## config.mk

```make
export PLATFORM = sky130hd
export DESIGN_NAME = obstacle_spawner
export DESIGN_NICKNAME = d
export VERILOG_FILES = /design/src/rtl/obstacle_spawner.sv
export SDC_FILE = /design/constraint.sdc
export NUM_CORES = 1
export LEC_CHECK = 0
export CORE_MARGIN = 2
export CORE_UTILIZATION = 47
export CTS_BUF_LIST = sky130_fd_sc_hd__clkbuf_8
export DETAILED_ROUTE_END_ITERATION = 16
export GPL_TIMING_DRIVEN = 0
export PLACE_DENSITY = 0.78
export SYNTH_ARGS = -nofsm -noshare
export SYNTH_HDL_FRONTEND = slang
export SYNTH_SLANG_ARGS = --single-unit
```

## constraint.sdc

```tcl
create_clock -name clk -period 2.1 [get_ports clk]
set_input_delay 0.21 -clock clk [delete_from_list [all_inputs] [get_ports clk]]
set_output_delay 0.21 -clock clk [all_outputs]
set_load 0.005 [all_outputs]
```

## src/rtl/obstacle_spawner.sv

```systemverilog
// -----------------------------------------------------------------------------
// obstacle_spawner
//   Decides when the next obstacle appears and what it is, and keeps up to
//   NSLOT live obstacles scrolling left. Spawn timing and motion only advance
//   on frame_tick while run is high.
//
// Ports
//   clk, rst_n     clock, asynchronous active-low reset
//   run            1 = game running, 0 = paused (everything frozen)
//   clear          synchronous restart: drop all obstacles, reload the gap
//   frame_tick     one-cycle pulse per video frame
//   speed          pixels moved per frame_tick
//   rnd            free-running random word, sampled only in SPAWN
//   obs_valid      per-slot live flag
//   obs_x          per-slot x at [i*XW +: XW]
//   obs_type       per-slot type at [i*2 +: 2] (0 small, 1 large, 2 group, 3 bird)
//   spawn_pulse    one cycle: an obstacle was placed
//   dropped        one cycle: a spawn was due but every slot was busy
// -----------------------------------------------------------------------------
module obstacle_spawner #(
  parameter int NSLOT    = 4,
  parameter int XW       = 10,
  parameter int SCREEN_X = 640,
  parameter int MIN_GAP  = 40,
  parameter int GAPB     = 6
) (
  input  logic                  clk,
  input  logic                  rst_n,
  input  logic                  run,
  input  logic                  clear,
  input  logic                  frame_tick,
  input  logic [3:0]            speed,
  input  logic [29:0]           rnd,
  output logic [NSLOT-1:0]      obs_valid,
  output logic [NSLOT*XW-1:0]   obs_x,
  output logic [NSLOT*2-1:0]    obs_type,
  output logic                  spawn_pulse,
  output logic                  dropped
);

  // Gap counter must hold MIN_GAP plus the largest random increment.
  localparam int GW = $clog2(MIN_GAP + (1 << GAPB));
  localparam logic [XW-1:0] SPAWN_X   = XW'(SCREEN_X - 1);
  localparam logic [GW-1:0] GAP_RESET = GW'(MIN_GAP);

  typedef enum logic [1:0] {
    IDLE  = 2'd0,
    WAIT  = 2'd1,
    SPAWN = 2'd2
  } state_t;

  state_t                state_q, state_d;
  logic [GW-1:0]         gap_cnt_q, gap_cnt_d;
  logic [NSLOT-1:0]      obs_valid_q, obs_valid_d;
  logic [NSLOT*XW-1:0]   obs_x_q, obs_x_d;
  logic [NSLOT*2-1:0]    obs_type_q, obs_type_d;
  logic                  spawn_pulse_q, spawn_pulse_d;
  logic                  dropped_q, dropped_d;

  logic                  move_s;
  logic                  slot_taken_s;
  logic [XW-1:0]         speed_ext_s;
  logic                  rnd_unused;

  assign speed_ext_s = {{(XW-4){1'b0}}, speed};
  // Only the type and gap fields of the random word are consumed.
  assign rnd_unused  = ^rnd[29:GAPB+2];

  // Next-state, gap counter, slot motion and spawn placement.
  always_comb begin
    state_d       = state_q;
    gap_cnt_d     = gap_cnt_q;
    obs_valid_d   = obs_valid_q;
    obs_x_d       = obs_x_q;
    obs_type_d    = obs_type_q;
    spawn_pulse_d = 1'b0;
    dropped_d     = 1'b0;
    slot_taken_s  = 1'b0;
    move_s        = frame_tick & run;

    // Motion applies in every state; a slot that cannot move a full step exits.
    for (int i = 0; i < NSLOT; i++) begin
      if (move_s && obs_valid_q[i]) begin
        if (obs_x_q[i*XW +: XW] < speed_ext_s) begin
          obs_valid_d[i] = 1'b0;
        end else begin
          obs_x_d[i*XW +: XW] = obs_x_q[i*XW +: XW] - speed_ext_s;
        end
      end else begin
        obs_x_d[i*XW +: XW] = obs_x_q[i*XW +: XW];
      end
    end

    case (state_q)
      IDLE: begin
        if (run) begin
          state_d = WAIT;
        end else begin
          state_d = IDLE;
        end
      end
      WAIT: begin
        if (!run) begin
          state_d = IDLE;
        end else if (frame_tick) begin
          if (gap_cnt_q == GW'(1'b1)) begin
            state_d   = SPAWN;
            gap_cnt_d = '0;
          end else if (gap_cnt_q != '0) begin
            gap_cnt_d = gap_cnt_q - GW'(1'b1);
          end else begin
            gap_cnt_d = gap_cnt_q;
          end
        end else begin
          state_d = WAIT;
        end
      end
      SPAWN: begin
        // Free-slot search uses the registered valids, so a slot freed by
        // motion in this same cycle is not reused until the next spawn.
        for (int i = 0; i < NSLOT; i++) begin
          if (!slot_taken_s && !obs_valid_q[i]) begin
            slot_taken_s          = 1'b1;
            obs_valid_d[i]        = 1'b1;
            obs_x_d[i*XW +: XW]   = SPAWN_X;
            obs_type_d[i*2 +: 2]  = rnd[1:0];
          end else begin
            slot_taken_s = slot_taken_s;
          end
        end
        spawn_pulse_d = slot_taken_s;
        dropped_d     = ~slot_taken_s;
        gap_cnt_d     = GAP_RESET + GW'(rnd[GAPB+1:2]);
        if (run) begin
          state_d = WAIT;
        end else begin
          state_d = IDLE;
        end
      end
      default: begin
        state_d = IDLE;
      end
    endcase

    // Restart overrides motion, counting and any spawn in progress.
    if (clear) begin
      obs_valid_d   = '0;
      obs_x_d       = obs_x_q;
      obs_type_d    = obs_type_q;
      gap_cnt_d     = GAP_RESET;
      spawn_pulse_d = 1'b0;
      dropped_d     = 1'b0;
      if (run) begin
        state_d = WAIT;
      end else begin
        state_d = IDLE;
      end
    end else begin
      state_d = state_d;
    end
  end

  // State and output registers.
  always_ff @(posedge clk or negedge rst_n) begin
    if (!rst_n) begin
      state_q       <= IDLE;
      gap_cnt_q     <= GAP_RESET;
      obs_valid_q   <= '0;
      obs_x_q       <= '0;
      obs_type_q    <= '0;
      spawn_pulse_q <= 1'b0;
      dropped_q     <= 1'b0;
    end else begin
      state_q       <= state_d;
      gap_cnt_q     <= gap_cnt_d;
      obs_valid_q   <= obs_valid_d;
      obs_x_q       <= obs_x_d;
      obs_type_q    <= obs_type_d;
      spawn_pulse_q <= spawn_pulse_d;
      dropped_q     <= dropped_d;
    end
  end

  assign obs_valid   = obs_valid_q;
  assign obs_x       = obs_x_q;
  assign obs_type    = obs_type_q;
  assign spawn_pulse = spawn_pulse_q;
  assign dropped     = dropped_q;

endmodule

```

* Word-level counts from Yosys, hierarchy flattened *
Cells that the tools add are included.

word-level totals
  register bits after elaboration = 63
  latch bits = 0
  RAM bits = 0
  ROM bits = 0
  input bits = 39
  output and inout bits = 54
  word-level logic and storage cells = 104
  memories kept = 0

cells by class
  add/subtract/negate cells = 6
  $mul = 0
  div/mod/pow operators = 0
  order comparisons = 4
  equal/unequal tests = 7
  shifts and indexed selects = 0
  muxes and demuxes = 51
  bitwise gates (word level) = 4
  reduce and logical (&&, ||, !) cells = 22

operators with widths
  kind                 number
  $mux 10              12
  $lt 10x4->1          4
  $mux 40              1
  $sub 10x4->10        4
  $mux 7               5
  $mux 1               25
  $pmux 7 s2           1
  $reduce_and 3->1     4
  $mux 2               4
  $mux 4               2
  $add 6x6->7 const A  1
  $eq 7x1->1 const B   1
  $logic_and 1x1->1    7
  $reduce_bool 7->1    1
  $sub 7x1->7 const B  1
  $logic_not 1->1      6
  $ne 3x3->1 const B   2
  $ne 5x5->1 const B   1
  $ne 4x4->1 const B   1
  $pmux 2 s2           1
  $reduce_and 4->1     1
  $not 1->1            3
  $reduce_bool 3->1    1
  $eq 2x1->1 const B   1
  4 further kinds      4

* Depth between registers and ports, before layout *
Gate-level depths: netlist (run 1).

  depth after elaboration = 17
  gate-level depth with buffers = 9
  gate-level depth less buffers = 9

* Least setup slack after synthesis (run 1) *
Ideal clock, no wire load.

  kind = register -> register
  start = reg obs_x_q[10], in the netlist obs_x[10]
  end = reg obs_x_q[15], in the netlist obs_x[15]
  setup time = 0.077 ns
  data arrival time = 2.111 ns
  required time = 2.023 ns
  setup slack = -0.088 ns
  stages on the path, launching flop included = 10
  buffers on the path = 0
  period minus slack after synthesis = 2.188 ns
  cells stage by stage = dfrtp_1 -> inv_1 -> ha_1 -> inv_1 -> fa_1 -> a21o_1 -> a2111oi_4 -> nor2_1 -> and3_1 -> o21ai_1

on the way
  cells in the longest elaborated chain, start to end = 5
  elaborated cells on any way between the ends = 6
  those cells by class = add/sub: 1; order compare: 1; mux: 4

ends and longest elaborated chain
  item                                                 line    RTL
  from (decl)                                          55      logic [NSLOT*XW-1:0] obs_x_q, obs_x_d;
  from (signal assigned)                               177     obs_x_q <= obs_x_d;
  $sub 10x4->10 / $lt 10x4->1 (equally long branches)  87, 84
  $mux 10 (*)                                          84      if (obs_x_q[i*XW +: XW] < speed_ext_s) begin
  $mux 10 (*)                                          83      if (move_s && obs_valid_q[i]) begin
  $mux 10                                              122     if (!slot_taken_s && !obs_valid_q[i]) begin
  $mux 40 (*)                                          94      case (state_q)

Every way passes the cells marked *; elsewhere a longest branch is shown, timed or not.
A chain may end at the register's enable or synchronous reset.

* Worst setup path after layout (run 1) *
  start = reg obs_x_q[20], in the netlist obs_x[20]
  end = reg obs_x_q[24], in the netlist obs_x[24]

The elaborated chain is that of the path after synthesis.

==> flow_summary_export.csv, run 1 <==
group,metric,value,unit
outcome,status,"complete, but fails checks",
outcome,violations,"setup timing",
setup_path,path_delay_family,"compound AO/OA/AOI/OAI gates",
placement,hpwl,7.00,mm
synthesis,synthSimpleGateAreaFrac,22.3,%
grt,grt_max_degree,64,
sta,max_slew_margin,46.9,%
sta,finalHoldViolCount,0,
sta,fin_crit,2.27,ns
sta,fin_ws,-0.166,ns
synthesis,synth.avg_cell_area,9.52,um2
cts,clkTransAtPathRegs,0.07,ns
sta,max_freq,441,MHz
power_and_ir_drop,powerDensity,621,mW/mm2
placement,port_buffers,69,
setup_path,critPathMaxStageDelay,0.42,ns
setup_path,arrival,2.49,ns
cts,htree_levels,3,
synthesis,syn-cell-area,0.00385,mm2
synthesis,synth_cell_types,63,
cts,cts_buffer_depth,2,
setup_path,crit_fanout,10,
synthesis,synth-seq-cells,63,
synthesis,synthAdderAreaFrac,8.26,%
die,core,0.00785,mm2
grt,grt_pass1_wl,16.4,mm
die,dieArea,0.00892,mm2
route,avgViaCountPerCell,6.02,
sta,whs,0.252,ns
synthesis,netlist_instances,404,
layout,final_common_cell,"clkdlybuf4s50_1",
layout,seq_area,0.00158,mm2
route,drtPass1Iterations,5,
synthesis,synth_compound_area_share,18.5,%
setup_path,end_kind,"register",
sta,worst_pin_slew,0.797,ns
synthesis,synth_xor_area_share,2.05,%
sta,drv_slew,0,
synthesis,yosys_warnings,0,
layout,mostFrequentLayoutCells,"clkdlybuf4s50_1, dfrtp_1, nor2_1, buf_4, nand2_1",
setup_path,crit_buf_inv,3,
grt,grt_overflow,0,
sta,finalSetupTns,-1.08,ns
synthesis,async_flop_share,100,%
layout,multi_input_area,0.00240,mm2
route,vias,3724,
synthesis,ys.flop_type,"dfrtp_1",
die,io-pin-count,93,
setup_path,cp-start-kind,"register",
placement,postPlaceCellArea,0.00466,mm2
layout,num_antenna_cells,0,
die,rows,32,
cts,cts_sinks,63,
layout,design_area,0.00546,mm2
synthesis,synthMuxAreaShare,3.32,%
layout,final.fill_count,571,
sta,fin_crit_sh,108,%
cts,cts_buffers,9,
setup_path,critPathKind,"register to register",
layout,syn2layout_area_growth,41.8,%
placement,gp_congestion,0.882,
cts,clk_latency,0.35,ns
cts,root_buffer,"clkbuf_8",
synthesis,syn_nets,466,
die,die_width,94.5,um
layout,final_util,69.5,%
setup_path,slowest_stage,"dfrtp_1",
flow_run,drv_cap,0,
route,avgRoutedWirePerCell,17.7,um
die,die_h,94.5,um
cts,cts_tree,"yes",
layout,nNetsFinal,574,
power_and_ir_drop,max-vdd-ir-drop,360,uV
sta,setup_viol,14,
setup_path,path_cells,"inv_2 > ha_2 > inv_1 > fa_2 > a21o_1 > a211oi_4 > buf_4 > nor2_4 > a211oi_2 > a31oi_1",
synthesis,yosysSeqAreaShare,41.1,%
grt,antenna_found_initial,0,
synthesis,synth_top_family_by_area,"simple AND/OR/NAND/NOR gates",
sta,rsz0062_at_grt,"true",
setup_path,required,2.32,ns
route,drc,0,
route,wirelength,11.0,mm
synthesis,synth_edf_count,0,
sta,fin_worst_skew,0.0101,ns
route,drt_iter0_markers,231,
power_and_ir_drop,power_leakage,0.00230,uW
grt,grt_pass1_vias,3432,
hold_path,hold_class,"input port to register",
die,start_util,49.0,%
layout,drive_gt1_share,24.2,%
route,ant_nets,0,
grt,grt.total_usage,23.5,%
setup_path,r2r_setup_slack,-0.17,ns
synth_stat cells, types with 5 or more instances:
cell type | instances | area (um2)
a211oi_1 | 5 | 37.5
a21oi_1 | 27 | 135
a311oi_1 | 6 | 52.6
buf_6 | 5 | 56.3
clkbuf_1 | 7 | 26.3
dfrtp_1 | 61 | 1530
ha_1 | 19 | 238
inv_1 | 22 | 82.6
mux2_2 | 6 | 67.6
mux2i_1 | 6 | 60.1
nand2_1 | 26 | 97.6
nand2b_1 | 9 | 56.3
nand3_1 | 9 | 45.0
nor2_1 | 34 | 128
nor2b_1 | 9 | 56.3
nor3_1 | 29 | 145
nor4_1 | 6 | 37.5
o21ai_0 | 19 | 95.1
o31a_1 | 8 | 70.1
o31ai_1 | 5 | 37.5
or3_1 | 7 | 43.8
or4_1 | 6 | 45.0
xnor2_1 | 6 | 52.6
per-layer routing:
layer  wire length, um  GRT usage [%]  share of wire (%)
met1              4620           32.3                 42
met2              5440           37.2                 50
met3               705           4.07                6.4
met4               205           8.94                1.9
met5                 0              0                  0
sequential cells by signal, indices dropped and copies added (netlist names):
name and cells:
obs_valid 4, gap_cnt_q 7, state_q 2, obs_type 8
dropped 1, obs_x 40, spawn_pulse 1
where the power goes:
group	switching [uW]	internal [uW]
clock network	500	816
logic	343	350
registers	93.8	1290
stage by stage:
step           cells  setup WS [ns]  total power [uW]
2_1_floorplan    404        0.00267              1700
3_3_place_gp     575          -1.23              1900
3_5_place_dp     575         -0.717              1930
4_1_cts          605         -0.127              3280
5_1_grt          619         -0.212              3520
6_report         619         -0.166              3390
repair_timing:
action,4_1_cts,5_1_grt
pin swaps,16,16
buffers inserted,14,15
hold buffers,1,0
hold endpoints to repair,61,0
setup endpoints to repair,45,45
resized for setup,35,41
cells by family (layout without fill, tap and decap cells):
group | Yosys count | count (layout)
fa+ha+maj | 23 | 23
simple gates | 160 | 160
compound gates | 101 | 101
flops | 63 | 63
mux | 12 | 12
xor+xnor | 9 | 9
buf+inv | 36 | 149
cell type report:
type                       count  share of cell area (%)
sequential                    63                    29.0
clock inverter                 6                    1.97
clock buffer                  10                    2.52
multi-input combinational    305                    44.1
buffer                        12                    1.63
timing repair buffer          99                    16.9
tap                          102                    2.34
inverter                      22                    1.56
worst register-to-register path: cells and delay by family (launching register included):
family,cells,cell delay [ns]
AO/OA/AOI/OAI,4,0.79
adder cells (fa/ha/maj),2,0.53
buffers and inverters,3,0.32
flip-flops,1,0.42
AND/OR/NAND/NOR,1,0.07
path summary, 6_finish.rpt:
check | from | cells past startpoint | endpoint
worst min register to register | obs_type[2] | 2 | obs_type[2]
worst min-delay path | clear | 3 | spawn_pulse
max in group asynchronous | rst_n | 2 | obs_x[11]
min in group asynchronous | rst_n | 2 | obs_x[6]
worst max-delay path | obs_x[20] | 10 | obs_x[24]
worst max register to register | obs_x[20] | 10 | obs_x[24]
No activity file was read; power rests on OpenSTA's default activity.
==> inputs of run 2 (changes only) <==
--- a/config.mk
+++ b/config.mk
@@ -5,7 +5,6 @@
 export SDC_FILE = /design/constraint.sdc
 export NUM_CORES = 1
 export LEC_CHECK = 0
-export CORE_MARGIN = 2
 export CORE_UTILIZATION = 47
 export CTS_BUF_LIST = sky130_fd_sc_hd__clkbuf_8
 export DETAILED_ROUTE_END_ITERATION = 16
==> run 2 against run 1 <==
Against the previous run: the flow still finishes with violations (setup timing); setup slack improved by 0.078 ns; final cell count increased by 0.32%; sequential share of layout area grew 0.20 points; clock power about the same; flip-flop and latch count stayed put; non-clock buffer count did not move; count of clock-buffer cells in the layout decreased by 1; critical path type unchanged; largest cell class unchanged; highest routed layer unchanged.
==> flow_summary_export.csv, run 2 (same netlist as run 1, synthesis figures left out) <==
group,metric,value,unit
cts,cts_buffers,9,
power_and_ir_drop,max-vdd-ir-drop,367,uV
outcome,violations,"setup timing",
die,die_h,92.5,um
layout,final.fill_count,584,
power_and_ir_drop,pwr-share-clk,38.5,%
sta,fin_ws,-0.0886,ns
die,start_util,49.3,%
placement,dp.cells,575,
die,io-pin-count,93,
power_and_ir_drop,switching_power,954,uW
grt,grt_max_degree,64,
cts,clkTransAtPathRegs,0.08,ns
cts,cts_tree,"yes",
grt,grt.total_usage,25.4,%
placement,hpwl,6.98,mm
layout,final_common_cell,"clkdlybuf4s50_1",
route,vias,3696,
sta,setup_viol,9,
route,wirelength,10.9,mm
route,drc,0,
placement,port_buffers,69,
power_and_ir_drop,seqPwrFrac,40.7,%
cts,cts_buffer_depth,2,
layout,final_cells,621,
cts,clk_latency,0.36,ns
power_and_ir_drop,netSwitchingFraction,28.2,%
layout,multi_input_area,0.00237,mm2
setup_path,cp-start-kind,"register",
flow_run,drv_cap,0,
setup_path,rr_startpoint,"obs_x[10]",
sta,fin_crit_sh,104,%
layout,design_area,0.00541,mm2
sta,worst_pin_slew,0.834,ns
setup_path,crit_start,"obs_x[10]",
cts,htree_levels,3,
sta,fin_worst_skew,0.00963,ns
layout,seq_area,0.00158,mm2
sta,max_freq,457,MHz
die,core,0.00781,mm2
grt,grt_overflow,0,
power_and_ir_drop,combPwrFrac,20.8,%
layout,largest_reg_flops,40,
setup_path,r2r_end,"obs_x[16]",
sta,finalHoldViolCount,0,
route,avgRoutedWirePerCell,17.6,um
die,rows,32,
setup_path,arrival,2.45,ns
sta,max_slew_margin,44.2,%
grt,grt_pass1_wl,17.0,mm
cts,root_buffer,"clkbuf_8",
power_and_ir_drop,powerDensity,624,mW/mm2
placement,gp_congestion,0.879,
sta,rsz0062_at_grt,"true",
setup_path,crit_path_end,"obs_x[16]",
layout,num_antenna_cells,0,
route,ant_nets,0,
hold_path,hold_class,"input port to register",
sta,fin_crit,2.19,ns
route,avgViaCountPerCell,5.95,
setup_path,r2r_setup_slack,-0.09,ns
setup_path,required,2.36,ns
die,dieArea,0.00855,mm2
power_and_ir_drop,internal-power,2420,uW
layout,nNetsFinal,576,
setup_path,r2r_cells,10,
sta,finalSetupTns,-0.331,ns
sta,drv_slew,0,
power_and_ir_drop,power_leakage,0.00228,uW
grt,grt_pass1_vias,3465,
setup_path,end_kind,"register",
route,drt_iter0_markers,218,
layout,mostFrequentLayoutCells,"clkdlybuf4s50_1, dfrtp_1, nor2_1, buf_4, nand2_1",
placement,postPlaceCellArea,0.00466,mm2
die,die_width,92.5,um
layout,drive_gt1_share,23.5,%
setup_path,crit_fanout,3,
cts,cts_sinks,63,
outcome,status,"complete, but fails checks",
setup_path,critPathKind,"register to register",
route,drtPass1Iterations,5,
layout,syn2layout_area_growth,40.7,%
grt,antenna_found_initial,0,
run 2: final cells by class:
type | instances | share of cell area [%]
multi-input cells | 307 | 43.8
plain buffers | 12 | 1.64
flip-flops and latches | 63 | 29.2
repair buffers | 99 | 17.0
well taps | 102 | 2.36
clock buffers | 9 | 2.29
inverters | 22 | 1.64
clock inverters | 7 | 2.08
run 2: what timing repair did:
item                       4_1_cts  5_1_grt
hold endpoints to repair        61        0
setup endpoints to repair       43       44
setup buffers                   15       13
gates cloned                     0        3
hold buffers                     1        0
pin swaps                       12       19
resized for setup               33       40
run 2: per-layer routing:
layer	part of all wire, %	vias to the layer above	track usage (%)
li1	-	1708	-
met2	48	154	41.0
met5	0	-	0
met3	5.5	31	4.35
met1	43	1803	33.3
met4	2.6	0	12.0
run 2: metrics by stage:
step	util, %	setup WS (ns)	hold WS (ns)	total power (uW)
after global routing	69.3	-0.159	0.271	3510
after CTS	66.0	-0.0483	0.241	3280
after global placement	59.8	-1.29	0.469	1900
final	69.3	-0.0886	0.254	3380
after detailed placement	59.7	-0.713	0.354	1930
after floorplan	-	0.00267	-0.0856	1700
run 2: how the worst min path moves through the flow:
stage,to,startpoint,cells past startpoint,slack (ns)
floorplan,dropped,rst_n,0,-0.09
global placement,obs_type[3],obs_type[3],2,0.47
detailed placement,obs_x[5],rst_n,1,0.35
CTS,spawn_pulse,clear,3,0.24
global route,spawn_pulse,clear,3,0.27
finish,spawn_pulse,clear,3,0.25
run 2: power by group through the flow:
stage | combinational [uW] | clock, uW | sequential (uW)
after floorplan | 331 | 0 | 1370
after global placement | 526 | 0 | 1380
after detailed placement | 546 | 0 | 1380
after CTS | 611 | 1300 | 1370
after global routing | 769 | 1360 | 1380
final | 704 | 1300 | 1380
run 2: critical path, cell delays in order, from the launching register on:
cell,delay (ns)
dfrtp_1,0.38
inv_1,0.06
ha_2,0.18
inv_2,0.04
fa_2,0.34
a21o_1,0.21
buf_6,0.13
and2_4,0.16
or3_4,0.39
a21oi_2,0.13
o21ai_1,0.07
==> inputs of run 3 (changes only) <==
--- a/config.mk
+++ b/config.mk
@@ -5,11 +5,11 @@
 export SDC_FILE = /design/constraint.sdc
 export NUM_CORES = 1
 export LEC_CHECK = 0
-export CORE_UTILIZATION = 47
+export CORE_UTILIZATION = 25
 export CTS_BUF_LIST = sky130_fd_sc_hd__clkbuf_8
 export DETAILED_ROUTE_END_ITERATION = 16
 export GPL_TIMING_DRIVEN = 0
-export PLACE_DENSITY = 0.78
+export PLACE_DENSITY = 0.47
 export SYNTH_ARGS = -nofsm -noshare
 export SYNTH_HDL_FRONTEND = slang
 export SYNTH_SLANG_ARGS = --single-unit
==> run 3 against run 2 <==
Against the previous run: the flow still finishes with violations (setup timing); die area grew 86%; total power shrank 6.5%; register-to-register slack is essentially flat; largest power group unchanged; clock skew grew 0.00079 ns; highest routed layer unchanged.
==> flow_summary_export.csv, run 3 (same netlist as run 1, synthesis figures left out) <==
group,metric,value,unit
grt,grt_max_degree,64,
setup_path,r2r_cells,10,
power_and_ir_drop,powerDensity,569,mW/mm2
grt,grt_pass1_wl,18.1,mm
layout,nNetsFinal,578,
route,wirelength,11.6,mm
placement,port_buffers,69,
outcome,status,"complete, but fails checks",
power_and_ir_drop,fin_total_pwr,3160,uW
die,die_h,126,um
sta,worst_pin_slew,0.851,ns
flow_run,drv_cap,0,
grt,grt.total_usage,14.8,%
cts,cts_buffer_depth,2,
route,vias,3496,
sta,fin_crit_sh,104,%
sta,max_freq,458,MHz
outcome,violations,"setup timing",
die,io-pin-count,93,
sta,max_slew_margin,43.3,%
layout,syn2layout_area_growth,44.5,%
layout,num_antenna_cells,0,
die,dieArea,0.0159,mm2
power_and_ir_drop,max-vdd-ir-drop,243,uV
cts,htree_levels,3,
die,start_util,26.1,%
sta,fin_worst_skew,0.0104,ns
cts,cts_tree,"yes",
grt,grt_pass1_vias,3489,
layout,largest_reg_flops,40,
die,die_width,126,um
setup_path,end_kind,"register",
placement,postPlaceCellArea,0.00477,mm2
route,avgRoutedWirePerCell,16.4,um
placement,gp_congestion,0.781,
sta,fin_crit,2.18,ns
die,core,0.0148,mm2
cts,clk_latency,0.37,ns
layout,drive_gt1_share,25.3,%
sta,finalHoldViolCount,0,
route,ant_nets,0,
setup_path,arrival,2.43,ns
route,drt_iter0_markers,178,
sta,rsz0062_at_grt,"true",
setup_path,critPathKind,"register to register",
cts,root_buffer,"clkbuf_8",
layout,final_common_cell,"clkdlybuf4s50_1",
power_and_ir_drop,power_leakage,0.00232,uW
cts,cts_sinks,63,
hold_path,whs_path_depth,4,
setup_path,required,2.34,ns
sta,drv_slew,0,
hold_path,hold_class,"input port to register",
layout,final_util,37.7,%
route,drc,0,
die,rows,44,
layout,design_area,0.00556,mm2
sta,fin_ws,-0.0823,ns
sta,setup_viol,6,
placement,hpwl,7.99,mm
route,avgViaCountPerCell,4.96,
setup_path,cp-start-kind,"register",
cts,cts_buffers,9,
grt,grt_overflow,0,
cts,clkTransAtPathRegs,0.08,ns
route,drtPass1Iterations,4,
setup_path,crit_fanout,3,
layout,mostFrequentLayoutCells,"clkdlybuf4s50_1, dfrtp_1, nor2_1, buf_4, nand2_1",
grt,antenna_found_initial,0,
[run 3: cell types whose count changed in the layout (fill, tap and decap cells not counted), moves of 2 or more]
| cell | before | now |
|---|---|---|
| nor3_1 | 22 | 19 |
| a21oi_1 | 21 | 19 |
| buf_6 | 7 | 11 |
| o31ai_2 | 0 | 2 |
| nor3_2 | 5 | 7 |
| ha_4 | 3 | 5 |
| bufinv_16 | 3 | 1 |
| ha_2 | 4 | 1 |
| a21oi_2 | 6 | 9 |
[run 3: final cells by class]
type	count	area [um2]
Multi-Input combinational cell	305	2410
Clock buffer	10	138
Buffer	12	86.3
Inverter	22	90.1
Timing Repair Buffer	103	970
Tap cell	184	230
Clock inverter	6	52.6
Sequential cell	63	1580
Fill cell	1474	9200
[run 3: path summary, 6_finish.rpt]
kind                                to  slack, ns   startpoint
setup / recovery             obs_x[16]      -0.08    obs_x[10]
hold / removal               obs_x[39]       0.26        clear
setup reg to reg             obs_x[16]      -0.08    obs_x[10]
hold reg to reg            obs_type[2]       0.50  obs_type[2]
max in group asynchronous    obs_x[11]       1.01        rst_n
min in group asynchronous    obs_x[37]       0.50        rst_n
[run 3: timing repair]
action / 4_1_cts / 5_1_grt
pin swaps: 20 / 16
hold endpoints to repair: 32 / 0
buffers inserted: 17 / 16
hold buffers: 1 / 0
setup endpoints to repair: 45 / 38
gates resized for setup: 40 / 47
[run 3: power by group]
part	switching (uW)	internal, uW
Combinational	342	373
Sequential	89.8	1290
Clock	505	566
Total	936	2220
[run 3: worst max-delay path: stages (launching register included)]
cell     delay [ns]
dfrtp_1        0.40
inv_2          0.07
ha_4           0.13
inv_2          0.04
fa_2           0.34
a21o_1         0.22
buf_4          0.14
and2_4         0.17
or3_4          0.37
a21oi_2        0.11
o21ai_1        0.07
[run 3: routing by layer]
layer  share of wire [%]  wire (um)  up-vias  track usage [%]
met2                  46       5370       82             23.8
met1                  47       5490     1691             19.2
li1                    -          -     1711                -
met3                 4.8        553       12             4.55
met4                 1.2        142        0             3.83
met5                   0          0        -                0
[run 3: stage by stage]
| step | std cells | TNS, ns | worst slack [ns] | hold slack (ns) |
|---|---|---|---|---|
| 4_1_cts | 689 | -0.533 | -0.107 | 0.246 |
| 3_5_place_dp | 657 | -23.13 | -0.735 | 0.382 |
| 3_3_place_gp | 657 | -119.70 | -1.55 | 0.476 |
| 6_report | 705 | -0.211 | -0.0823 | 0.257 |
| 5_1_grt | 705 | -1.85 | -0.147 | 0.271 |
| 2_1_floorplan | 404 | 0 | 0.00267 | -0.0856 |
